$ cat src/rtl/mmio_interval_timer.sv
// Memory-mapped 16-bit down-counting interval timer with prescaler, auto-reload and expiry interrupt.
// Optional build macro MMIO_TIMER_OVERRUN_EN adds the STATUS.OVR overrun flag (bit 1).
module mmio_interval_timer #(
    parameter logic [8:0]  BASE_ADDR = 9'h180,
    parameter int unsigned PRESCALE  = 1
) (
    input  logic        clk,
    input  logic        reset,
    input  logic [1:0]  mem_cmd,
    input  logic [8:0]  mem_addr,
    input  logic [15:0] write_data,
    output logic [15:0] read_data,
    output logic        rd_enable,
    output logic        irq
);

    localparam logic [1:0]  CMD_READ    = 2'b01;
    localparam logic [1:0]  CMD_WRITE   = 2'b10;
    localparam logic [1:0]  OFF_CTRL    = 2'd0;
    localparam logic [1:0]  OFF_LOAD    = 2'd1;
    localparam logic [1:0]  OFF_COUNT   = 2'd2;
    localparam logic [1:0]  OFF_STATUS  = 2'd3;
    localparam logic [15:0] PRE_LAST    = 16'(PRESCALE - 1);

    // Address decode: the block is 4-aligned, so the upper address bits identify it.
    logic       hit;
    logic [1:0] offset;
    logic       wr_hit;
    logic       wr_ctrl;
    logic       wr_load;
    logic       wr_count;
    logic       wr_status;

    assign hit       = (mem_addr[8:2] == BASE_ADDR[8:2]);
    assign offset    = mem_addr[1:0];
    assign wr_hit    = (mem_cmd == CMD_WRITE) && hit;
    assign wr_ctrl   = wr_hit && (offset == OFF_CTRL);
    assign wr_load   = wr_hit && (offset == OFF_LOAD);
    assign wr_count  = wr_hit && (offset == OFF_COUNT);
    assign wr_status = wr_hit && (offset == OFF_STATUS);

    logic        en_reg,    en_next;
    logic        auto_reg,  auto_next;
    logic        ie_reg,    ie_next;
    logic [15:0] load_reg,  load_next;
    logic [15:0] count_reg, count_next;
    logic        exp_reg,   exp_next;
    logic [15:0] pre_cnt_reg, pre_cnt_next;

    logic tick;
    logic expire;

    assign tick   = en_reg && (pre_cnt_reg == PRE_LAST);
    assign expire = tick && (count_reg == 16'h0000);

    always_comb begin
        en_next      = en_reg;
        auto_next    = auto_reg;
        ie_next      = ie_reg;
        load_next    = load_reg;
        count_next   = count_reg;
        exp_next     = exp_reg;
        pre_cnt_next = pre_cnt_reg;

        // A CTRL write overrides the one-shot self-disable on the same edge.
        if (wr_ctrl) begin
            en_next   = write_data[0];
            auto_next = write_data[1];
            ie_next   = write_data[2];
        end else if (expire && !auto_reg) begin
            en_next = 1'b0;
        end

        if (wr_ctrl && write_data[0] && !en_reg) begin
            pre_cnt_next = 16'h0000;
        end else if (tick) begin
            pre_cnt_next = 16'h0000;
        end else if (en_reg) begin
            pre_cnt_next = pre_cnt_reg + 16'h0001;
        end

        if (wr_load) begin
            load_next = write_data;
        end

        // Software writes to LOAD/COUNT win over the tick's decrement or reload.
        if (wr_load || wr_count) begin
            count_next = write_data;
        end else if (tick) begin
            if (count_reg != 16'h0000) begin
                count_next = count_reg - 16'h0001;
            end else if (auto_reg) begin
                count_next = load_reg;
            end
        end

        if (expire) begin
            exp_next = 1'b1;
        end else if (wr_status && write_data[0]) begin
            exp_next = 1'b0;
        end
    end

    always_ff @(posedge clk or negedge reset) begin
        if (!reset) begin
            en_reg      <= 1'b0;
            auto_reg    <= 1'b0;
            ie_reg      <= 1'b0;
            load_reg    <= 16'h0000;
            count_reg   <= 16'h0000;
            exp_reg     <= 1'b0;
            pre_cnt_reg <= 16'h0000;
        end else begin
            en_reg      <= en_next;
            auto_reg    <= auto_next;
            ie_reg      <= ie_next;
            load_reg    <= load_next;
            count_reg   <= count_next;
            exp_reg     <= exp_next;
            pre_cnt_reg <= pre_cnt_next;
        end
    end

    logic [15:0] status_word;

`ifdef MMIO_TIMER_OVERRUN_EN
    // Overrun: an expiry arrives while the previous one is still unacknowledged.
    logic ovr_reg, ovr_next;

    always_comb begin
        ovr_next = ovr_reg;
        if (expire && exp_reg) begin
            ovr_next = 1'b1;
        end else if (wr_status && write_data[1]) begin
            ovr_next = 1'b0;
        end
    end

    always_ff @(posedge clk or negedge reset) begin
        if (!reset) begin
            ovr_reg <= 1'b0;
        end else begin
            ovr_reg <= ovr_next;
        end
    end

    assign status_word = {14'h0000, ovr_reg, exp_reg};
`else
    assign status_word = {15'h0000, exp_reg};
`endif

    assign rd_enable = (mem_cmd == CMD_READ) && hit;

    always_comb begin
        read_data = 16'h0000;
        if (rd_enable) begin
            case (offset)
                OFF_CTRL:   read_data = {13'h0000, ie_reg, auto_reg, en_reg};
                OFF_LOAD:   read_data = load_reg;
                OFF_COUNT:  read_data = count_reg;
                OFF_STATUS: read_data = status_word;
                default:    read_data = 16'h0000;
            endcase
        end
    end

    assign irq = exp_reg && ie_reg;

endmodule

$ cat config.mk
export PLATFORM = sky130hd
export DESIGN_NAME = mmio_interval_timer
export DESIGN_NICKNAME = d
export VERILOG_FILES = /design/src/rtl/mmio_interval_timer.sv
export SDC_FILE = /design/constraint.sdc
export NUM_CORES = 1
export LEC_CHECK = 0
export CAP_MARGIN = 20
export CORE_ASPECT_RATIO = 0.6
export CORE_MARGIN = 3
export CORE_UTILIZATION = 50
export CTS_BUF_LIST = sky130_fd_sc_hd__clkbuf_8 sky130_fd_sc_hd__clkbuf_16
export DETAILED_ROUTE_END_ITERATION = 6
export GPL_TIMING_DRIVEN = 0
export PLACE_DENSITY = 0.8
export SYNTH_ARGS = -nofsm -noshare
export SYNTH_HDL_FRONTEND = slang
export SYNTH_SLANG_ARGS = --single-unit
$ cat constraint.sdc
create_clock -name clk -period 2.2 [get_ports clk]
set_input_delay 0.55 -clock clk [delete_from_list [all_inputs] [get_ports clk]]
set_output_delay 0.55 -clock clk [all_outputs]
set_load 0.005 [all_outputs]
==> flow_metrics.tcl <==
set metrics [dict create \
    critPathCaptureType "output pin" \
    cts_buffers 5 \
    first_pass_iters 5 \
    syn_area_um2 3310 \
    synth_top_area_share_pct 39.3 \
    multi_input_area_um2 1980 \
    setup_ws_ns -0.0637 \
    first_global_vias 3175 \
    p_leak_nw 1.80 \
    start_util_pct 53.0 \
    vias 3383 \
    tightest_slew_ns 0.681 \
    drive_gt1_share_pct 29.3 \
    place_ws_ns -1.17 \
    path_max_fanout 5 \
    seq_area_frac_synth_pct 39.3 \
    skew_ns 0.0108 \
    drv_slew 0 \
    dieHeight_um 69.0 \
    yosysWarnings 0 \
    ys_async_sr_fraction_pct 100 \
    rrSetupSlack_ns 0.03 \
    clockBufferDepth 2 \
    clkSinkCount 52 \
    cts_root_buffer "clkbuf_8" \
    slew_headroom_pct 54.1 \
    place_hpwl_um 7080 \
    io_pins 47 \
    final_nets 474 \
    clkLatencyLatePin_ns 0.31 \
    n_antenna_cell 0 \
    ys.flop_type "dfrtp_1" \
    synth_edf_count 0 \
    die_x_um 111 \
    track_usage_pct 27.6 \
    cap_viol_max_count 0 \
    placed_cell_area_um2 3880 \
    synth_top_cell_by_area "dfrtp_1" \
    antenna_found_initial 0 \
    core_area_um2 6250 \
    power.density_nw_per_um2 517 \
    synth_area_leaders "dfrtp_1, mux2_2, nor2_1" \
    final_cell_mix "dfrtp_1, nand2_1, nor2_1, o21ai_0" \
    cts_tree "done" \
    fin_setup_tns_ns -0.433 \
    syn2layout_area_growth_pct 26.5 \
    ys_types 59 \
    regArea_um2 1310 \
    min_period_ns 2.26 \
    grt_overflow_total 0 \
    die_area_um2 7660 \
    drtIter0Drc 583 \
    synthCells 375 \
    layout_commonest_cell "dfrtp_1" \
    n_fill_cell 489 \
    detail_route.wl_per_cell_um 19.8 \
    hold_slack_ns 0.249 \
    grt_pass1_wl_um 17000 \
    io_buffers 44 \
    violations "setup timing" \
    required_ns 1.65 \
    hold_buffers 0 \
    crit_arrival_ns 1.71 \
    post-route-period-util_pct 103 \
    critPathLaunchType "input port" \
    final_cell_area_um2 4190 \
    crit_type "in2out" \
    r2r_end "count_reg[2]" \
    route.detailed.drc 0 \
    ir_worst_vdd_v 0.000298 \
    rsz0062_at_grt "true" \
    row_count 22 \
    grt_max_degree 28 \
    reg2reg_depth 7 \
    avgSynthCellArea_um2 8.83 \
    startpoint "mem_addr[4]" \
    fmax_mhz 442 \
    finalSetupViolations 12 \
    wirelength_um 10400 \
    cts_htree_levels 2 \
    ys_ff_latch 52 \
    synth_nets 408 \
    hold_path.class "in2async" \
    path_clk_slew_ns 0.09 \
    finalHoldViolCount 0 \
    vias_per_cell 6.44 \
    r2r-start "count_reg[11]" \
    status "finished with violations" \
    postRouteAntennaNets 0 \
    place_congestion 0.928 \
]
[per-stage QoR]
stage	utilization (%)	power, mW	cells
after global routing	67.0	2.28	525
final	67.0	2.16	525
after CTS	65.4	2.12	521
after floorplan	-	1.40	375
after global placement	61.9	1.54	503
after detailed placement	62.1	1.57	504
[cell type report]
| class | count | area share, % |
|---|---|---|
| buffer | 21 | 4.30 |
| clock buffer | 5 | 1.64 |
| clock inverter | 2 | 0.299 |
| inverter | 7 | 0.628 |
| multi-input combinational | 292 | 47.3 |
| sequential | 52 | 31.2 |
| tap | 84 | 2.51 |
| timing repair buffer | 62 | 12.2 |
[worst max-delay path, stage by stage]
cell      delay, ns
buf_6          0.10
nor4bb_4       0.29
nand4b_1       0.14
buf_6          0.15
buf_6          0.12
clkbuf_8       0.16
nor2_2         0.09
buf_2          0.12
[how the worst max path moves through the flow]
stage	end	slack (ns)	depth (start not counted)
after floorplan	load_reg[0]	0.04	7
after global placement	read_data[13]	-1.16	6
after detailed placement	read_data[12]	-1.17	6
after CTS	read_data[12]	-0.05	8
after global routing	read_data[12]	-0.12	8
final	read_data[6]	-0.06	8
[what timing repair did]
| item | in CTS | in global routing |
|---|---|---|
| endpoints found under the setup margin | 63 | 59 |
| cloned | 1 | 0 |
| gates resized for setup | 125 | 28 |
| pin swaps | 18 | 7 |
| setup buffers | 9 | 7 |
[metal layers]
layer  wire length [µm]  global-route usage, %  part of all wire [%]  up-vias
li1                   -                      -                     -     1490
met1               4520                   41.6                    44     1598
met2               4200                   35.3                    40      255
met3               1410                   10.7                    14       40
met4                249                   9.99                   2.4        0
met5                  0                      0                     0        -
[report_power, final]
part           switching [mW]  internal, mW  leakage, nW
registers               0.161          1.05        0.625
logic                   0.220         0.191         1.13
clock network           0.323         0.216       0.0400
total                   0.703          1.46         1.80
[Yosys cell counts (2+ instances only)]
cell	count
a211o_1	3
a21o_1	2
a21oi_1	17
a21oi_2	2
a22oi_1	14
a31oi_1	6
a32o_1	2
and2_1	6
and3_1	4
and3_2	2
and4_1	2
buf_4	2
buf_6	2
clkbuf_1	14
clkbuf_8	3
dfrtp_1	52
ha_1	4
inv_1	7
mux2_2	18
mux2i_1	2
nand2_1	42
nand2_2	2
nand2b_1	4
nand3_1	20
nand4_1	5
nor2_1	45
nor2b_1	3
nor3_1	6
nor4_1	9
nor4b_1	2
o211ai_1	3
o21ai_0	25
o21ai_1	2
o31ai_1	8
xnor2_1	6
xor2_1	6
[kinds of logic after synthesis]
kind of cell,count (synthesis),share of synthesized area [%]
AND/OR/NAND/NOR,162,24.6
AO/OA/AOI/OAI,93,18.3
flip-flops,52,39.3
buffers and inverters,31,5.67
multiplexers,21,7.41
XOR/XNOR,12,3.18
adder cells (fa/ha/maj),4,1.51
Power figures use the tool's default switching activity.
